===== src/rtl/scoring_pkg.sv =====
// Shared types and constants for the round sequencer of the scoring datapath.
package scoring_pkg;

    typedef enum logic [2:0] {
        S_IDLE      = 3'd0,
        S_CLEAR     = 3'd1,
        S_COUNTDOWN = 3'd2,
        S_DANCE     = 3'd3,
        S_TALLY     = 3'd4,
        S_DONE      = 3'd5
    } ctrl_state_t;

    localparam int DEFAULT_TALLY_CYCLES = 4;

endpackage


===== src/rtl/scoring_ctrl_event_counter.sv =====
// Terminal-count event counter: counts tick while en is high and pulses tc
// (combinationally) on the tick that reaches TERMINAL, restarting from zero.
module event_counter #(
    parameter int TERMINAL = 4
) (
    input  logic clk,
    input  logic reset,
    input  logic en,
    input  logic clr,
    input  logic tick,
    output logic tc
);

    // Count only reaches TERMINAL-1 before restarting, so this width never wraps.
    localparam int CNT_W = (TERMINAL > 1) ? $clog2(TERMINAL) : 1;

    logic [CNT_W-1:0] cnt;
    logic             at_last;

    assign at_last = (cnt == CNT_W'(TERMINAL - 1));
    assign tc      = ~clr & en & tick & at_last;

    // Event count: clear wins, terminal tick restarts, qualified tick advances.
    always_ff @(posedge clk or negedge reset) begin
        if (!reset) begin
            cnt <= '0;
        end else if (clr || tc) begin
            cnt <= '0;
        end else if (en && tick) begin
            cnt <= cnt + CNT_W'(1);
        end
    end

endmodule


===== src/rtl/scoring_ctrl.sv =====
// Round sequencer: clear, countdown, then NUM_MOVES move windows. Gates the
// per-pixel counting enable during each window and issues one update per window.
module scoring_ctrl
    import scoring_pkg::*;
#(
    parameter int  COUNTDOWN_FRAMES = 180,
    parameter int  FRAMES_PER_MOVE  = 30,
    parameter int  NUM_MOVES        = 16,
    parameter int  TALLY_CYCLES     = DEFAULT_TALLY_CYCLES,
    localparam int MOVE_W           = (NUM_MOVES > 1) ? $clog2(NUM_MOVES) : 1
) (
    input  logic              clk,
    input  logic              reset,
    input  logic              start,
    input  logic              abort,
    input  logic              pause,
    input  logic              frame_start,
    input  logic              in_window,
    output logic              counting,
    output logic              update,
    output logic              score_clear,
    output logic [MOVE_W-1:0] move_idx,
    output logic              busy,
    output logic              done,
    output logic [2:0]        state_out
);

    localparam int TALLY_W = (TALLY_CYCLES > 1) ? $clog2(TALLY_CYCLES) : 1;

    ctrl_state_t        state;
    logic [TALLY_W-1:0] tally_cnt;
    logic               cd_tc;
    logic               mv_tc;

    // Each frame counter is held at zero outside the state it times, so every
    // entry to COUNTDOWN or DANCE starts a fresh count without extra control.
    event_counter #(.TERMINAL(COUNTDOWN_FRAMES)) u_countdown_cnt (
        .clk   (clk),
        .reset (reset),
        .en    (~pause),
        .clr   (state != S_COUNTDOWN),
        .tick  (frame_start),
        .tc    (cd_tc)
    );

    event_counter #(.TERMINAL(FRAMES_PER_MOVE)) u_move_cnt (
        .clk   (clk),
        .reset (reset),
        .en    (~pause),
        .clr   (state != S_DANCE),
        .tick  (frame_start),
        .tc    (mv_tc)
    );

    // Pixel enable must stay aligned with in_window, so it is not registered.
    assign counting  = (state == S_DANCE) & in_window & ~pause;
    assign busy      = (state != S_IDLE) & (state != S_DONE);
    assign done      = (state == S_DONE);
    assign state_out = state;

    // Round FSM with registered update/score_clear pulses; abort overrides everything.
    always_ff @(posedge clk or negedge reset) begin
        if (!reset) begin
            state       <= S_IDLE;
            move_idx    <= '0;
            tally_cnt   <= '0;
            update      <= 1'b0;
            score_clear <= 1'b0;
        end else begin
            update      <= 1'b0;
            score_clear <= 1'b0;
            if (abort) begin
                state <= S_IDLE;
            end else begin
                case (state)
                    S_IDLE, S_DONE: begin
                        if (start) begin
                            state       <= S_CLEAR;
                            score_clear <= 1'b1;
                        end
                    end
                    S_CLEAR: begin
                        move_idx <= '0;
                        state    <= S_COUNTDOWN;
                    end
                    S_COUNTDOWN: begin
                        if (cd_tc) begin
                            state <= S_DANCE;
                        end
                    end
                    S_DANCE: begin
                        if (mv_tc) begin
                            state     <= S_TALLY;
                            update    <= 1'b1;
                            tally_cnt <= '0;
                        end
                    end
                    S_TALLY: begin
                        if (tally_cnt == TALLY_W'(TALLY_CYCLES - 1)) begin
                            if (move_idx == MOVE_W'(NUM_MOVES - 1)) begin
                                state <= S_DONE;
                            end else begin
                                move_idx <= move_idx + MOVE_W'(1);
                                state    <= S_DANCE;
                            end
                        end else begin
                            tally_cnt <= tally_cnt + TALLY_W'(1);
                        end
                    end
                    default: state <= S_IDLE;
                endcase
            end
        end
    end

endmodule


===== config.mk =====
export PLATFORM = sky130hd
export DESIGN_NAME = scoring_ctrl
export DESIGN_NICKNAME = d
export VERILOG_FILES = /design/src/rtl/scoring_pkg.sv /design/src/rtl/scoring_ctrl_event_counter.sv /design/src/rtl/scoring_ctrl.sv
export SDC_FILE = /design/constraint.sdc
export NUM_CORES = 1
export LEC_CHECK = 0
export BUFFER_PORTS_ARGS = -buffer_cell sky130_fd_sc_hd__buf_2
export CORE_MARGIN = 2
export CORE_UTILIZATION = 51
export DETAILED_ROUTE_END_ITERATION = 6
export GPL_TIMING_DRIVEN = 0
export PLACE_DENSITY = 0.86
export SLEW_MARGIN = 20
export SYNTH_ARGS = -nofsm -noshare
export SYNTH_HDL_FRONTEND = slang
export SYNTH_SLANG_ARGS = --single-unit

===== constraint.sdc =====
create_clock -name clk -period 1.86 [get_ports clk]
set_clock_uncertainty 0.2 [all_clocks]
set_input_delay 0 -clock clk [delete_from_list [all_inputs] [get_ports clk]]
set_output_delay 0 -clock clk [all_outputs]
set_load 0.01 [all_outputs]

## Yosys cells after proc, flatten, opt, wreduce, memory -nomap -nowiden

Index checks and enable logic that the tools add are counted.

- Add/subtract/negate cells: 4
- Equal/unequal tests: 20
- Muxes and demuxes: 23
- Bitwise logic cells: 13
- Reduce and logical (&&, ||, !) cells: 13

Operators by type and width:

| operator | number |
|---|---|
| 2-to-1 mux 3 bit | 6 |
| 2-to-1 mux 8 bit | 2 |
| case mux 3 bit (5 select lines) | 1 |
| != test 3 x 2 -> 1 bit, second input constant | 4 |
| AND reduction 4 bit | 3 |
| 2-to-1 mux 5 bit | 2 |
| bitwise AND 1 bit | 9 |
| != test 3 bit, second input constant | 3 |
| adder 8 x 1 -> 8 bit, second input constant | 1 |
| equality test 8 bit, second input constant | 1 |
| 2-to-1 mux 4 bit | 2 |
| case mux 4 bit (2 select lines) | 1 |
| nonzero test 2 bit | 4 |
| equality test 3 x 2 -> 1 bit, second input constant | 2 |
| equality test 3 bit, second input constant | 2 |
| 2-to-1 mux 1 bit | 6 |
| != test 2 bit, second input constant | 3 |
| adder 5 x 1 -> 5 bit, second input constant | 1 |
| equality test 5 bit, second input constant | 1 |
| adder 4 x 1 -> 4 bit, second input constant | 1 |
| equality test 4 bit, second input constant | 1 |
| 2-to-1 mux 2 bit | 2 |
| inverter 1 bit | 4 |
| case mux 2 bit (2 select lines) | 1 |
| other kinds (9) | 10 |

- Register bits after elaboration: 24
- Input port bits: 7
- Output and inout bits: 12
- Word-level logic and storage cells: 80

## Logic depth before layout (Yosys ltp)

Gate-level depths: netlist of run 1.

- Depth after elaboration: 8
- Gate-level depth with buffers: 6
- Gate-level depth less buffers: 6

## Hierarchy

Synthesis of run 1 repeated with hierarchy kept, for this count alone.

- Cell total of the unflattened synthesis: 152
- Area, all modules: 1477.7 sq um

By module, submodules not included:

| module | times used | cells each | area each (sq um) | sequential area each (sq um) |
|---|---|---|---|---|
| scoring_ctrl | 1 | 72 | 705.7 | 275.3 |
| event_counter (u_countdown_cnt) | 1 | 48 | 476.7 | 200.2 |
| event_counter (u_move_cnt) | 1 | 32 | 295.3 | 125.1 |

## Worst setup path before layout of run 1

OpenSTA, ideal clock, no wires.

- Path kind: register to register
- Start: register u_countdown_cnt.cnt[3]
- End: register state[1], in the netlist state_out[1]
- Arrival time: 1731 ps
- Path slack: -197 ps
- Cell stages (with the launch flop): 5
- Buffers on the path: 0
- Clock period less this slack: 2057 ps
- Cell sequence: dfrtp_1 -> or4b_4 -> o31ai_4 -> nand4_2 -> a311o_1

- Cells in the longest elaborated chain, start to end: 4

RTL lines:

| element | RTL line | RTL |
|---|---|---|
| start, declared | scoring_ctrl_event_counter.sv:17 | `logic [CNT_W-1:0] cnt;` |
| start signal, assigned | scoring_ctrl_event_counter.sv:30 | `cnt <= cnt + CNT_W'(1);` |
| equality test 8 bit | scoring_ctrl_event_counter.sv:20 | `assign at_last = (cnt == CNT_W'(TERMINAL - 1));` |
| bitwise AND 1 bit | scoring_ctrl_event_counter.sv:21 | `assign tc = ~clr & en & tick & at_last;` |
| != test 3 x 2 -> 1 bit (no line) | - |  |
| AND reduction 4 bit (no line) | - |  |
| end signal, assigned | scoring_ctrl.sv:64 | `state <= S_IDLE;` |
| end signal, assigned | scoring_ctrl.sv:73 | `state <= S_IDLE;` |
| end signal, assigned | scoring_ctrl.sv:78 | `state <= S_CLEAR;` |
| end, declared | scoring_ctrl.sv:30 | `ctrl_state_t state;` |

Every way passes these cells.
A chain may end at the register's enable or synchronous reset.

## Worst setup path after layout of run 1

- Start: register u_countdown_cnt.cnt[6]
- End: register state[1], in the netlist state_out[1]

Same word-level chain as after synthesis.

==> results of run 1 <==
==> worst register-to-register path, stage by stage, from the launching register on <==
cell	delay [ns]
dfrtp_1	0.42
or4b_4	0.56
o31ai_4	0.26
nand4_2	0.14
a311o_1	0.29
==> registers in the layout (all words and copies together) (netlist names) <==
register             flops
move_idx                 4
state_out                3
u_move_cnt.cnt           5
u_countdown_cnt.cnt      8
tally_cnt                2
update                   1
score_clear              1
==> cells in the mapped netlist, types with 2 or more instances <==
| library cell | n |
|---|---|
| a211oi_1 | 2 |
| a21oi_1 | 5 |
| dfrtp_1 | 24 |
| ha_1 | 5 |
| inv_1 | 5 |
| mux2i_1 | 3 |
| nand2_1 | 10 |
| nand2b_1 | 4 |
| nand3_1 | 3 |
| nand4_1 | 4 |
| nor2_1 | 14 |
| nor2b_1 | 4 |
| nor3_1 | 2 |
| nor3b_1 | 3 |
| o21ai_0 | 3 |
| or3_1 | 4 |
| xnor2_1 | 6 |
| xor2_1 | 4 |
==> how the worst max path moves through the flow <==
stage                      startpoint  slack (ns)  cells past startpoint      endpoint
2_1_floorplan  u_countdown_cnt.cnt[6]       -0.17                      4  state_out[1]
3_3_place_gp   u_countdown_cnt.cnt[6]       -0.32                      4  state_out[1]
3_5_place_dp   u_countdown_cnt.cnt[2]       -0.36                      4  state_out[1]
4_1_cts        u_countdown_cnt.cnt[6]        -0.1                      4  state_out[1]
5_1_grt        u_countdown_cnt.cnt[6]       -0.17                      4  state_out[1]
6_report       u_countdown_cnt.cnt[6]       -0.12                      4  state_out[1]
==> where the power goes <==
group / switching, mW / internal (mW) / leakage, nW
clock: 0.171 / 0.218 / 0.0279
sequential: 0.0660 / 0.585 / 0.323
combinational: 0.364 / 0.319 / 0.425
total: 0.601 / 1.12 / 0.776
==> area by class of cell <==
class	count	area share (%)
Timing Repair Buffer	31	12.09
Clock buffer	3	1.311
Multi-Input combinational cell	103	44.14
Tap cell	31	2.258
Clock inverter	1	1.748
Buffer	5	2.403
Sequential cell	24	34.96
Inverter	5	1.092
==> metrics by stage <==
step                      instances  TNS [ns]  power (mW)  utilization (%)  hold WS [ns]
final                           203   -0.2063       1.723            63.95        0.1422
after global routing            203   -0.5044       1.825            63.95        0.1491
after CTS                       200  -0.09624       1.685            62.83        0.1427
after detailed placement        186   -0.5525       1.261            56.92       -0.1837
after global placement          186   -0.4851       1.236            56.92       -0.1960
after floorplan                 138   -0.1702       1.102                -       -0.4956
==> repair_timing <==
item                       CTS  global route
buffers inserted             3             4
hold buffers                 7             0
resized for setup            3             2
pin swaps                    2             0
setup endpoints to repair    9             7
hold endpoints to repair    36             0
cloned                       0             0
==> routing by layer <==
| layer | vias up | track usage [%] |
|---|---|---|
| met4 | 0 | 9.524 |
| met1 | 552 | 28.25 |
| met5 | - | 0 |
| met2 | 34 | 32.39 |
| met3 | 4 | 2.535 |
| li1 | 562 | - |
==> cell families (layout without fill, tap and decap cells) <==
kind of cell	Yosys count	in the layout	share of synthesized area (%)
AND/OR/NAND/NOR	61	61	26.09
flip-flops	24	24	42.74
AO/OA/AOI/OAI	22	22	12.11
buffers and inverters	11	45	4.630
XOR/XNOR	10	10	6.233
adder cells (fa/ha/maj)	5	5	4.452
multiplexers	5	5	3.740
==> key figures, run 1 <==
Status
  • Status: complete, but fails checks
  • Failing checks: negative setup slack

Final layout
  • Layout cells sized above 1: 26.74%
  • Fillers: 216
  • Antenna Cells: 0
  • Most common cell after layout, fill and taps aside: dfrtp_1
  • Final #Nets: 185
  • Area grow syn2layout: 22.26%
  • Storage cell area: 600.6 um^2
  • Multi-input logic area: 758.2 um^2
  • Most frequent cells in the layout: dfrtp_1, buf_2, nor2_1
  • Post-route cell area: 1718 um^2

Min path
  • Hold/Removal Path Class: in2out
  • Worst Hold Endpoint: counting
  • Hold depth: 3
  • HP Start: in_window

Yosys
  • Synth top area share: 42.74%
  • Post-synthesis sequential area ratio: 42.74%
  • Largest area contributor in the netlist: dfrtp_1
  • Async set-or-reset flop fraction in the synthesized netlist: 100.0%
  • Synth area leaders: dfrtp_1, ha_1, nor2_1
  • Synth Instances: 138
  • Post-Syn Area per Cell: 10.18 um^2
  • Distinct cells, synth: 51
  • Post-synth EDFFs: 0
  • Primary FF master, synth: dfrtp_1
  • Post-synthesis sequential element count: 24
  • Post-synthesis cell area: 1405 um^2
  • Number of synthesis warnings: 0
  • Syn nets: 150

Route
  • DR pass1 iterations: 5
  • WL met2: 1.469 mm
  • Vias per cell: 5.675
  • Total wire length: 3.013 mm
  • Via count: 1152
  • Post-route met1 wirelength: 1.354 mm
  • Met3 WL: 136 um
  • Max layer used: met4
  • WL/cell: 14.84 um
  • DR iter-0 viols: 25
  • DRC Markers: 0
  • ANT nets after route: 0

Critical path
  • Worst R2R End: state_out[1]
  • Worst endpoint data arrival time: 2.01 ns
  • Kind of critical path: reg2reg
  • Worst R2R Path Depth: 4
  • Largest delay share family, worst path: simple AND/OR/NAND/NOR gates
  • Slowest-stage cell, CP: or4b_4
  • CP Max Fanout: 2
  • Worst path cell trace: or4b_4 > o31ai_4 > nand4_2 > a311o_1
  • Critical Path Source Type: flop
  • CP peak stage delay: 0.56 ns
  • Worst path required time: 1.88 ns
  • Sum of buffers and inverters on the critical path: 0
  • Worst setup EP type: flop
  • Reg2reg start: u_countdown_cnt.cnt[6]
  • Worst R2R Setup Slack: -0.12 ns

Placement
  • DP Wirelength: 1.913 mm
  • PortBufs: 17
  • Post-Place Cell Area: 1529 um^2
  • GPL Wtd Cong: 0.8561
  • DP Worst Slack: -0.3567 ns

Timing
  • Least-Margin Pin Slew: 0.6694 ns
  • Fin crit period: 1.984 ns
  • Setup ws final: -0.1239 ns
  • Max Freq: 504.1 MHz
  • Slew Viols, Final: 0
  • RSZ-0062 raised after global routing: true
  • Final setup viols: 3
  • Fin. Hold Viols: 0
  • Slew Limit Headroom: 55.22%
  • Period utilisation layout: 106.7%

Global routing
  • Wire length of the first global-routing pass: 5.133 mm
  • Largest net degree at the start of global routing: 15
  • Initial antenna violation count: 0
  • Total GRT Usage: 20.58%
  • Via count of the first global-routing pass: 1112
  • Grt ovf: 0

Clock network
  • Root buf cell: clkbuf_4
  • Sink Count: 24
  • Worst-Skew Late Latency: 0.33 ns
  • Reg clk slew, reported paths: 0.14 ns
  • H-tree depth: 1
  • Clock buffer depth: 2
  • Num CTS Buffers: 3
  • TritonCTS clock tree: built

Die
  • Core area: 2686 um^2
  • Die Ht: 56.49 um
  • Die Wd: 56.49 um
  • Initial Util: 52.31%
  • Die Area: 3191 um^2
  • Boundary pin count: 19
  • Row Count: 19

Job
  • Max_cap viols: 0

Pwr
  • Peak VDD IR: 848.8 uV
  • Power density over cell area: 1003 nW/um^2
  • Static Leakage: 0.7760 nW
Note: power is estimated with default switching activity, not from simulation.
==> inputs of run 2 (changes only) <==
GPL_TIMING_DRIVEN = unset   (was 0)
==> key figures, run 2 (same netlist as run 1, synthesis figures left out) <==
Pwr
  • Clock Power Share: 17.7%
  • Pint: 1.012 mW
  • Comb pwr share: 39.9%
  • PnR Total Power: 1.596 mW
  • Peak VDD IR: 758.5 uV
  • Power density over cell area: 954.8 nW/um^2
  • Sw Share: 36.60%
  • Switching power total: 0.5841 mW
  • Static Leakage: 0.7597 nW
  • Seq pwr share: 42.4%

Timing
  • Final setup viols: 1
  • Slew Viols, Final: 0
  • Period utilisation layout: 101.8%
  • Final hold slack: 0.1405 ns
  • Slew Limit Headroom: 58.38%
  • Setup ws final: -0.03374 ns
  • Max Freq: 528.1 MHz
  • Fin. Hold Viols: 0
  • Fin crit period: 1.894 ns
  • RSZ-0062 raised after global routing: true
  • Least-Margin Pin Slew: 0.6085 ns

Global routing
  • Initial antenna violation count: 0
  • Largest net degree at the start of global routing: 25
  • Grt ovf: 0
  • Via count of the first global-routing pass: 1106
  • Wire length of the first global-routing pass: 4.719 mm
  • Total GRT Usage: 19.26%

Route
  • DRC Markers: 0
  • WL/cell: 14.21 um
  • Total wire length: 2.856 mm
  • DR iter-0 viols: 28
  • Via count: 1135
  • DR pass1 iterations: 4
  • Vias per cell: 5.647
  • ANT nets after route: 0

Min path
  • Hold/Removal Path Class: in2out
  • Worst Hold Endpoint: counting
  • HP Start: in_window
  • Hold depth: 3

Placement
  • Cell count after placement: 190
  • PortBufs: 18
  • DP Worst Slack: -0.04889 ns
  • DP Wirelength: 2.021 mm
  • GPL Wtd Cong: 0.8686

Final layout
  • Most frequent cells in the layout: dfrtp_1, buf_2, nor2_1
  • Most common cell after layout, fill and taps aside: dfrtp_1
  • Non-filler cells, final: 201
  • Largest register FFs: 8
  • Area grow syn2layout: 18.97%
  • Final #Nets: 183
  • Layout cells sized above 1: 27.06%
  • Biggest regs: u_countdown_cnt.cnt: 8 flops, u_move_cnt.cnt: 5 flops, move_idx: 4 flops
  • Reg with most FFs: u_countdown_cnt.cnt
  • Antenna Cells: 0

Critical path
  • Worst endpoint data arrival time: 1.91 ns
  • Worst path required time: 1.88 ns
  • Kind of critical path: reg2reg
  • Worst setup EP type: flop
  • Reg2reg start: u_countdown_cnt.cnt[6]
  • Critical Path Source Type: flop
  • CP Max Fanout: 2
  • Worst R2R Path Depth: 4
  • Worst R2R End: state_out[1]
  • Worst R2R Setup Slack: -0.03 ns

Clock network
  • Clock buffer depth: 2
  • Num CTS Buffers: 3
  • TritonCTS clock tree: built
  • Worst-Skew Late Latency: 0.33 ns
  • Reg clk slew, reported paths: 0.13 ns
  • Sink Count: 24
  • H-tree depth: 1
  • Root buf cell: clkbuf_4

Die
  • Die Area: 3191 um^2
  • Initial Util: 52.31%
  • Row Count: 19
  • Die Wd: 56.49 um
  • Core area: 2686 um^2
  • Die Ht: 56.49 um
  • Boundary pin count: 19

Status
  • Failing checks: negative setup slack
  • Status: complete, but fails checks

Job
  • Max_cap viols: 0
## run 2: cell count changes in the layout (fill, tap and decap cells not counted)
cell	delta
nor2b_4	-1
buf_6	-1
buf_4	+2
nor2b_2	+1
a2111oi_0	+1
a2111oi_1	-1
dlygate4sd3_1	-1
clkbuf_1	-1
bufinv_16	-1
## run 2: timing repair
action	in CTS	in global routing
cloned	0	0
pin swaps	2	0
resized for setup	0	3
endpoints found under the setup margin	1	14
setup buffers	2	0
hold endpoints to repair	41	0
hold buffers	6	0
## run 2: metal layers
metal  up-vias  GRT usage (%)  wire length (um)
li1        554              -                 -
met1       543          23.43              1230
met2        28          32.23              1425
met3        10          2.765               114
met4         0          11.22                86
met5         -              0                 0
## run 2: per-stage QoR
stage / instance area (um^2) / utilization [%] / TNS [ns]
6_report: 1672 / 62.23 / -0.03374
5_1_grt: 1672 / 62.23 / -0.2895
4_1_cts: 1667 / 62.04 / -0.01494
3_5_place_dp: 1555 / 57.89 / -0.04889
3_3_place_gp: 1555 / 57.89 / -0.008254
2_1_floorplan: 1405 / - / -0.1702
## run 2: worst max-delay path by stage
stage	start	endpoint	slack [ns]	cells past startpoint
2_1_floorplan	u_countdown_cnt.cnt[6]	state_out[1]	-0.17	4
3_3_place_gp	u_countdown_cnt.cnt[6]	state_out[1]	-0.008	4
3_5_place_dp	u_countdown_cnt.cnt[6]	state_out[1]	-0.05	4
4_1_cts	u_countdown_cnt.cnt[6]	state_out[1]	-0.01	4
5_1_grt	u_countdown_cnt.cnt[6]	state_out[1]	-0.11	4
6_report	u_countdown_cnt.cnt[6]	state_out[1]	-0.03	4
## run 2: final cells by class
cell class	count	area [um^2]
multi-input cells	103	752.0
clock buffers	4	36.28
repair buffers	34	225.2
well taps	31	38.79
inverters	5	18.77
fillers	224	1015
flip-flops and latches	24	600.6
## run 2: power groups by stage
stage	Combinational [mW]	Clock [mW]	Sequential (mW)
final	0.637	0.282	0.676
after global routing	0.696	0.310	0.687
after CTS	0.622	0.293	0.670
after detailed placement	0.578	0	0.679
after global placement	0.559	0	0.673
after floorplan	0.441	0	0.660
## run 2: critical path, cell delays in order (launching register included)
cell,delay [ns]
dfrtp_1,0.41
or4b_4,0.55
o31ai_4,0.22
nand4_2,0.12
a311o_1,0.29
